--- src/rtl/wb_vram_arbiter.sv ---
// Two-master Wishbone arbiter for the shared VRAM slave: display fetch (port 0) and CPU (port 1).
// Grants are held for the owner's whole cycle; a watchdog aborts transfers the slave never acks.
module wb_vram_arbiter #(
    parameter int TIMEOUT       = 255,
    parameter int TIMEOUT_WIDTH = $clog2(TIMEOUT + 1)
) (
    input  logic        clk,
    input  logic        rst,

    input  logic        wbs0_cyc_i,
    input  logic        wbs0_stb_i,
    input  logic        wbs0_we_i,
    input  logic [31:2] wbs0_addr_i,
    input  logic [2:0]  wbs0_cti_i,
    input  logic [1:0]  wbs0_bte_i,
    input  logic [3:0]  wbs0_sel_i,
    input  logic [31:0] wbs0_data_i,
    output logic [31:0] wbs0_data_o,
    output logic        wbs0_ack_o,
    output logic        wbs0_err_o,

    input  logic        wbs1_cyc_i,
    input  logic        wbs1_stb_i,
    input  logic        wbs1_we_i,
    input  logic [31:2] wbs1_addr_i,
    input  logic [2:0]  wbs1_cti_i,
    input  logic [1:0]  wbs1_bte_i,
    input  logic [3:0]  wbs1_sel_i,
    input  logic [31:0] wbs1_data_i,
    output logic [31:0] wbs1_data_o,
    output logic        wbs1_ack_o,
    output logic        wbs1_err_o,

    output logic        wbm_cyc_o,
    output logic        wbm_stb_o,
    output logic        wbm_we_o,
    output logic [31:2] wbm_addr_o,
    output logic [2:0]  wbm_cti_o,
    output logic [1:0]  wbm_bte_o,
    output logic [3:0]  wbm_sel_o,
    output logic [31:0] wbm_data_o,
    input  logic [31:0] wbm_data_i,
    input  logic        wbm_ack_i,

    output logic        timeout_o
);

    typedef enum logic [1:0] {
        IDLE = 2'd0,
        GNT0 = 2'd1,
        GNT1 = 2'd2
    } state_t;

    localparam logic [TIMEOUT_WIDTH-1:0] WDT_LIMIT = TIMEOUT_WIDTH'(TIMEOUT);

    state_t                   state_q, state_d;
    logic                     last_q, last_d;
    logic                     hold0_q, hold0_d;
    logic                     hold1_q, hold1_d;
    logic                     timeout_q, timeout_d;
    logic [TIMEOUT_WIDTH-1:0] wdt_q, wdt_d;

    logic req0, req1;
    logic owner_cyc;
    logic wdt_expired;
    logic abort;

    // An aborted master stays ineligible until it ends its own cycle.
    assign req0 = wbs0_cyc_i & ~hold0_q;
    assign req1 = wbs1_cyc_i & ~hold1_q;

    assign wbs0_data_o = wbm_data_i;
    assign wbs1_data_o = wbm_data_i;
    assign timeout_o   = timeout_q;

    always_comb begin
        wbm_cyc_o  = 1'b0;
        wbm_stb_o  = 1'b0;
        wbm_we_o   = 1'b0;
        wbm_addr_o = '0;
        wbm_cti_o  = '0;
        wbm_bte_o  = '0;
        wbm_sel_o  = '0;
        wbm_data_o = '0;
        wbs0_ack_o = 1'b0;
        wbs1_ack_o = 1'b0;
        owner_cyc  = 1'b0;
        case (state_q)
            GNT0: begin
                wbm_cyc_o  = wbs0_cyc_i;
                wbm_stb_o  = wbs0_stb_i;
                wbm_we_o   = wbs0_we_i;
                wbm_addr_o = wbs0_addr_i;
                wbm_cti_o  = wbs0_cti_i;
                wbm_bte_o  = wbs0_bte_i;
                wbm_sel_o  = wbs0_sel_i;
                wbm_data_o = wbs0_data_i;
                wbs0_ack_o = wbm_ack_i;
                owner_cyc  = wbs0_cyc_i;
            end
            GNT1: begin
                wbm_cyc_o  = wbs1_cyc_i;
                wbm_stb_o  = wbs1_stb_i;
                wbm_we_o   = wbs1_we_i;
                wbm_addr_o = wbs1_addr_i;
                wbm_cti_o  = wbs1_cti_i;
                wbm_bte_o  = wbs1_bte_i;
                wbm_sel_o  = wbs1_sel_i;
                wbm_data_o = wbs1_data_i;
                wbs1_ack_o = wbm_ack_i;
                owner_cyc  = wbs1_cyc_i;
            end
            default: ;
        endcase
    end

    // A same-cycle ack beats the watchdog.
    assign wdt_expired = (wdt_q == WDT_LIMIT);
    assign abort       = (state_q != IDLE) & owner_cyc & wdt_expired & ~wbm_ack_i;
    assign wbs0_err_o  = abort & (state_q == GNT0);
    assign wbs1_err_o  = abort & (state_q == GNT1);

    always_comb begin
        state_d   = state_q;
        last_d    = last_q;
        hold0_d   = hold0_q & wbs0_cyc_i;
        hold1_d   = hold1_q & wbs1_cyc_i;
        timeout_d = timeout_q | abort;
        wdt_d     = '0;

        case (state_q)
            IDLE: begin
                if (req0 && (!req1 || last_q)) begin
                    state_d = GNT0;
                    last_d  = 1'b0;
                end else if (req1) begin
                    state_d = GNT1;
                    last_d  = 1'b1;
                end
            end
            GNT0: begin
                if (!wbs0_cyc_i) begin
                    state_d = IDLE;
                end else if (abort) begin
                    state_d = IDLE;
                    hold0_d = 1'b1;
                end
            end
            GNT1: begin
                if (!wbs1_cyc_i) begin
                    state_d = IDLE;
                end else if (abort) begin
                    state_d = IDLE;
                    hold1_d = 1'b1;
                end
            end
            default: state_d = IDLE;
        endcase

        // Counter saturates at the limit; the abort always fires there first.
        if ((state_q != IDLE) && (state_d != IDLE) && !wbm_ack_i) begin
            if (wbm_stb_o && !wdt_expired) begin
                wdt_d = wdt_q + 1'b1;
            end else begin
                wdt_d = wdt_q;
            end
        end
    end

    always_ff @(posedge clk) begin
        if (rst) begin
            state_q   <= IDLE;
            last_q    <= 1'b1;
            hold0_q   <= 1'b0;
            hold1_q   <= 1'b0;
            timeout_q <= 1'b0;
            wdt_q     <= '0;
        end else begin
            state_q   <= state_d;
            last_q    <= last_d;
            hold0_q   <= hold0_d;
            hold1_q   <= hold1_d;
            timeout_q <= timeout_d;
            wdt_q     <= wdt_d;
        end
    end

endmodule

--- config.mk ---
export PLATFORM = sky130hd
export DESIGN_NAME = wb_vram_arbiter
export DESIGN_NICKNAME = d
export VERILOG_FILES = /design/src/rtl/wb_vram_arbiter.sv
export SDC_FILE = /design/constraint.sdc
export NUM_CORES = 1
export LEC_CHECK = 0
export CAP_MARGIN = 25
export CORE_AREA = 2 2 126 128
export CTS_BUF_LIST = sky130_fd_sc_hd__clkbuf_2
export DETAILED_ROUTE_END_ITERATION = 10
export DIE_AREA = 0 0 128 130
export PLACE_DENSITY_LB_ADDON = 0.25
export SKIP_CTS_REPAIR_TIMING = 1
export SLEW_MARGIN = 40
export SYNTH_ARGS = -nofsm -noshare
export SYNTH_HDL_FRONTEND = slang
export SYNTH_SLANG_ARGS = --single-unit
--- constraint.sdc ---
create_clock -name clk -period 2.3 [get_ports clk]
set_clock_uncertainty 0.1 [all_clocks]
set_input_delay 0.46 -clock clk [delete_from_list [all_inputs] [get_ports clk]]
set_output_delay 0.46 -clock clk [all_outputs]
set_load 0.1 [all_outputs]
# After elaboration in Yosys (flattened, before gate mapping)
# Cells that the tools add are included.
word_totals:
  reg_bits: 14
  inputBits: 183
  word_cells: 62
classes:
  addsub: 1
  n_eq_ne: 3
  n_mux: 24
  bitwise_logic: 14
  n_reduce_logical: 14
ops:
  columns: ["op", "count"]
  rows:
  - ["$pmux 32 s2", 1]
  - ["$pmux 30 s2", 1]
  - ["$mux 1", 10]
  - ["$mux 2", 5]
  - ["$and 1x1->1", 9]
  - ["$add 8x1->8 const B", 1]
  - ["$eq 8x8->1 const B", 1]
  - ["$pmux 4 s2", 1]
  - ["$pmux 1 s2", 3]
  - ["$pmux 2 s3", 1]
  - ["$pmux 3 s2", 1]
  - ["$reduce_bool 2->1", 3]
  - ["$logic_and 1x1->1", 4]
  - ["$not 1->1", 4]
  - ["$pmux 2 s2", 1]
  - ["$logic_not 1->1", 3]
  - ["$eq 2x1->1 const B", 1]
  - ["$eq 2x2->1 const B", 1]
  - ["$logic_not 2->1", 1]
  - ["$reduce_and 2->1", 1]
  - ["$reduce_or 2->1", 1]
  - ["$logic_or 1x1->1", 1]
  - ["$or 1x1->1", 1]

# Logic depth before layout (Yosys ltp)
# Gate-level depths: netlist of the first run.
logic_depth:
  depth_word: 13
  depth_mapped: 7

# Least setup slack after synthesis of the first run
# OpenSTA, ideal clock, no wires.
synth_timing:
  kind: "register to output"
  start: "register state_q[0]"
  end: "output port wbm_data_o[13]"
  arrival_ns: 2.649
  setup_slack_ns: -0.909
  path_stages_with_launch: 7
  n_path_buf: 2
  cell_sequence: "dfxtp_1 > inv_1 > ha_1 > clkbuf_1 > clkbuf_1 > a22oi_1 > nor2b_1"
synth_between:
  elab_chain_cells: 2
synth_rtl:
  columns: ["element", "line", "source"]
  rows:
  - ["start: declaration", "56", "state_t state_q, state_d;"]
  - ["start signal: assignment", "179", "state_q <= state_d;"]
  - ["$eq 2x2->1 / $eq 2x1->1 (equally long branches)", "88", "case (state_q)"]
  - ["$pmux 32 s2 (*)", "88", null]
  - ["end: declaration", "41", "output logic [31:0] wbm_data_o,"]
# Every way passes the cells marked *; elsewhere a longest branch is shown, timed or not.

# Final worst setup path of the first run
layout_timing:
  start: "register state_q[1]"
  end: "output port wbs0_err_o"
layout_between:
  elab_chain_cells: 6
layout_rtl:
  columns: ["element", "line", "source"]
  rows:
  - ["$eq 2x2->1 / $eq 2x1->1 (equally long branches)", "88, 120", null]
  - ["$pmux 1 s2", "88", null]
  - ["$and 1x1->1 (3 in a row)", "119", "assign abort = (state_q != IDLE) & owner_cyc & wdt_expired & ~wbm_ack_i;"]
  - ["$and 1x1->1 (*)", "120", "assign wbs0_err_o = abort & (state_q == GNT0);"]
  - ["end: declaration", "20", "output logic wbs0_err_o,"]
# Marked as above.

==> summary.md, run 1 <==
| Metric | Value |
|---|---|
| FF-to-FF setup slack | between 0.15 and 0.2 ns |
| H-tree levels | 1 |
| Total CTS buffers | 3 |
| Design Area, Final | 5830 um^2 |
| Power share of the sequential group | 10.9% |
| Drt via density | 4.41 |
| Dominant cells by area after synthesis | a22oi_1 (23%), buf_4 (21%), nor2b_1 (20%), dfxtp_1 (12%), clkbuf_1 (3.2%) |
| #FFs+latches synth | 14 |
| Arrival @ worst endpoint | 1.95 ns |
| Port Buffers | 229 |
| Initial antenna violation count | 0 |
| Final Hold Fails | 0 |
| Post-synth top flop | dfxtp_1 |
| Comb power frac | 83.8% |
| Count leader, synth | nor2b_1 |
| Chip width | around 130 um |
| Sequential share of the synthesized area | 12.0% |
| Syn_nets | 507 |
| Clock transition at the registers of the reported paths | about 0.14 ns |
| Vias in the first global route | 3054 |
| Area leader, netlist | a22oi_1 |
| CTS root buffer | clkbuf_2 |
| Psw | about 1.1 mW |
| Final setup viols | 75 |
| Placed cell count | approximately 660 |
| Mapped Cells | 319 |
| Asr flop ratio synth | 0% |
| # fillers | 1537 |
| Violated checks | negative setup slack |
| GRT Util Overall | 12.6% |
| Area Overhead vs Synth | 150% |
| Initial core utilization | 15.1% |
| Place WS | -0.182 ns |
| Clock share of power | under 10% |
| Run status | complete, but fails checks |
| Worst setup margin | -0.207 ns |
| RD Place Congestion | ~0.74 |
| Post-synth top area share | 23.2% |
| Multi-input gate area | approximately 2000 um^2 |
| IO Pins | 326 |
| Placed Instance Area | 5800 um^2 |
| Layout cells sized above 1 | 38.9% |
| Cell Pwr Density | 399 nW/um^2 |
| Crit path kind | flop to output port |
| Die outline area | 16600 um^2 |
| Sw Share | 48.6% |
| Final Power | 2.33 mW |
| Largest net degree at the start of global routing | 77 |
| Final ANT Viol Nets | 0 |
| Netlist cell types | 37 |
| CTS tree | done |
| DRC violations left | 0 |
| Setup crit end kind | output port |
| CTS max path bufs | 2 |
| Avg Synthesized Cell Area | between 7 and 8 um^2 |
| Ant diodes | 0 |
| Synth cell count leaders | nor2b_1 (73), a22oi_1 (72), buf_4 (64) |
| Int Pwr | 1.19 mW |
| Tmin final | 2.51 ns |
| First-pass GRT wire length | ~17 mm |
| Fmax | about 0.4 GHz |
| # clock sinks | 14 |
| Via count | 2947 |
| Core Footprint | around 15000 um^2 |
| Pre-Repair DR Iteration Count | 4 |
| Slew HR | 73.8% |
| HP Class | flop to flop |
| # nets final | about 670 |
| Least-Margin Pin Slew | around 0.39 ns |
| Post-DP HPWL | roughly 9.3 mm |
| Final wirelength | 11.5 mm |
| Unrepaired setup endpoints after global routing | true |
| Final period util | 109% |
| Yosys Warn Count | 0 |
| Register Area | 283 um^2 |
| Die Ht | about 130 um |
| Drt wl/cell | 17.2 um |
| Mapped cell area | 2330 um^2 |
| Maximum net fanout on the critical path | 4 |
| Drt first-iter violations | 128 |
| Pleak | 2.01 nW |
| EDFF count, synth | 0 |
| Max-cap violation count | 0 |
| Non-filler instance count after layout | between 600 and 700 |
| Critical path startpoint category | flop |
| Slew Viols, Final | 0 |
| Required time of the critical path | ~1.7 ns |
| Num rows | 46 |
| Global route overflow | 0 |
| Skew-Pair Late Insertion Delay | about 0.28 ns |
| Maximum vdd ir drop | 0.000199 V |
-- state kept, by name (all words and copies together) (netlist names) --
signal	count
hold1_q	1
state_q	2
timeout_o	1
hold0_q	1
last_q	1
wdt_q	8
-- per-stage QoR --
step	util, %	TNS (ns)	hold slack (ns)
floorplan	-	0	0.364
global placement	37.6	-0.267	0.355
detailed placement	37.6	-0.351	0.366
CTS	37.7	-10.16	0.399
global route	37.8	-12.54	0.423
finish	37.8	-4.42	0.389
-- worst paths after layout --
kind	end	from	depth (start not counted)
worst max-delay path	wbs0_err_o	state_q[1]	6
worst min-delay path	timeout_o	timeout_o	2
worst max register to register	wdt_q[7]	state_q[1]	6
worst min register to register	timeout_o	timeout_o	2
-- cells by family (layout without fill, tap and decap cells) --
kind of cell	Yosys count	in the layout	synth area share [%]
buf+inv	93	250	25.3
simple gates	107	107	28.2
fa+ha+maj	5	5	2.68
compound gates	97	97	30.6
flops	14	14	12.0
xor+xnor	2	2	0.750
mux	1	1	0.429
-- power groups by stage --
stage	Clock, mW	Combinational (mW)	Sequential [mW]
after global routing	0.137	2.03	0.255
final	0.122	1.95	0.255
after global placement	0	1.95	0.258
after detailed placement	0	1.97	0.259
after CTS	0.128	1.97	0.254
after floorplan	0	1.72	0.260
-- layer usage --
metal  vias to the layer above  track usage, %  share of wire, %
met4                         0            1.36              0.76
li1                       1394               -                 -
met2                       159            23.8                54
met5                         -               0                 0
met1                      1383            13.8                36
met3                        11            4.72               8.9
-- final cells by class --
cell class | count | share of cell area (%)
clock buffers | 3 | 0.257
clock inverters | 1 | 0.0643
inverters | 4 | 0.257
multi-input cells | 212 | 35.0
flip-flops and latches | 14 | 4.85
well taps | 192 | 4.12
repair buffers | 242 | 55.5
-- critical path: stages (launching register included) --
cell and delay [ns]:
dfxtp_2 0.37, inv_2 0.06, ha_4 0.28, or3b_4 0.38, nor3_4 0.17, and3_4 0.23, buf_12 0.17
-- cells in the final DEF (no fill, tap or decap), drive strengths merged, types with 2 or more instances in the layout --
| cell type | instances |
|---|---|
| a22o | 2 |
| a22oi | 72 |
| nand2 | 7 |
| nand3 | 3 |
| nor2 | 5 |
| and2 | 4 |
| o31ai | 2 |
| o21ai | 5 |
| nor3 | 2 |
| buf | 92 |
| ha | 5 |
| and3 | 2 |
| a21oi | 8 |
| inv | 4 |
| nor2b | 73 |
| clkdlybuf4s50 | 150 |
| or3 | 3 |
| or4 | 2 |
| dfxtp | 14 |
| o211a | 2 |
| clkbuf | 3 |
| xor2 | 2 |
(Power assumes the default switching activity.)
==> run 2: changes to the inputs <==
--- a/config.mk
+++ b/config.mk
@@ -10,6 +10,7 @@
 export CTS_BUF_LIST = sky130_fd_sc_hd__clkbuf_2
 export DETAILED_ROUTE_END_ITERATION = 10
 export DIE_AREA = 0 0 128 130
+export GPL_ROUTABILITY_DRIVEN = 0
 export PLACE_DENSITY_LB_ADDON = 0.25
 export SKIP_CTS_REPAIR_TIMING = 1
 export SLEW_MARGIN = 40
==> results of run 2 <==
No change in the layout: final DEF, timing and power equal those of run 1.
==> run 3: changes to the inputs <==
--- a/config.mk
+++ b/config.mk
@@ -5,7 +5,7 @@
 export SDC_FILE = /design/constraint.sdc
 export NUM_CORES = 1
 export LEC_CHECK = 0
-export CAP_MARGIN = 25
+export CAP_MARGIN = 20
 export CORE_AREA = 2 2 126 128
 export CTS_BUF_LIST = sky130_fd_sc_hd__clkbuf_2
 export DETAILED_ROUTE_END_ITERATION = 10
==> results of run 3 <==
No change in the layout: final DEF, timing and power equal those of run 1.
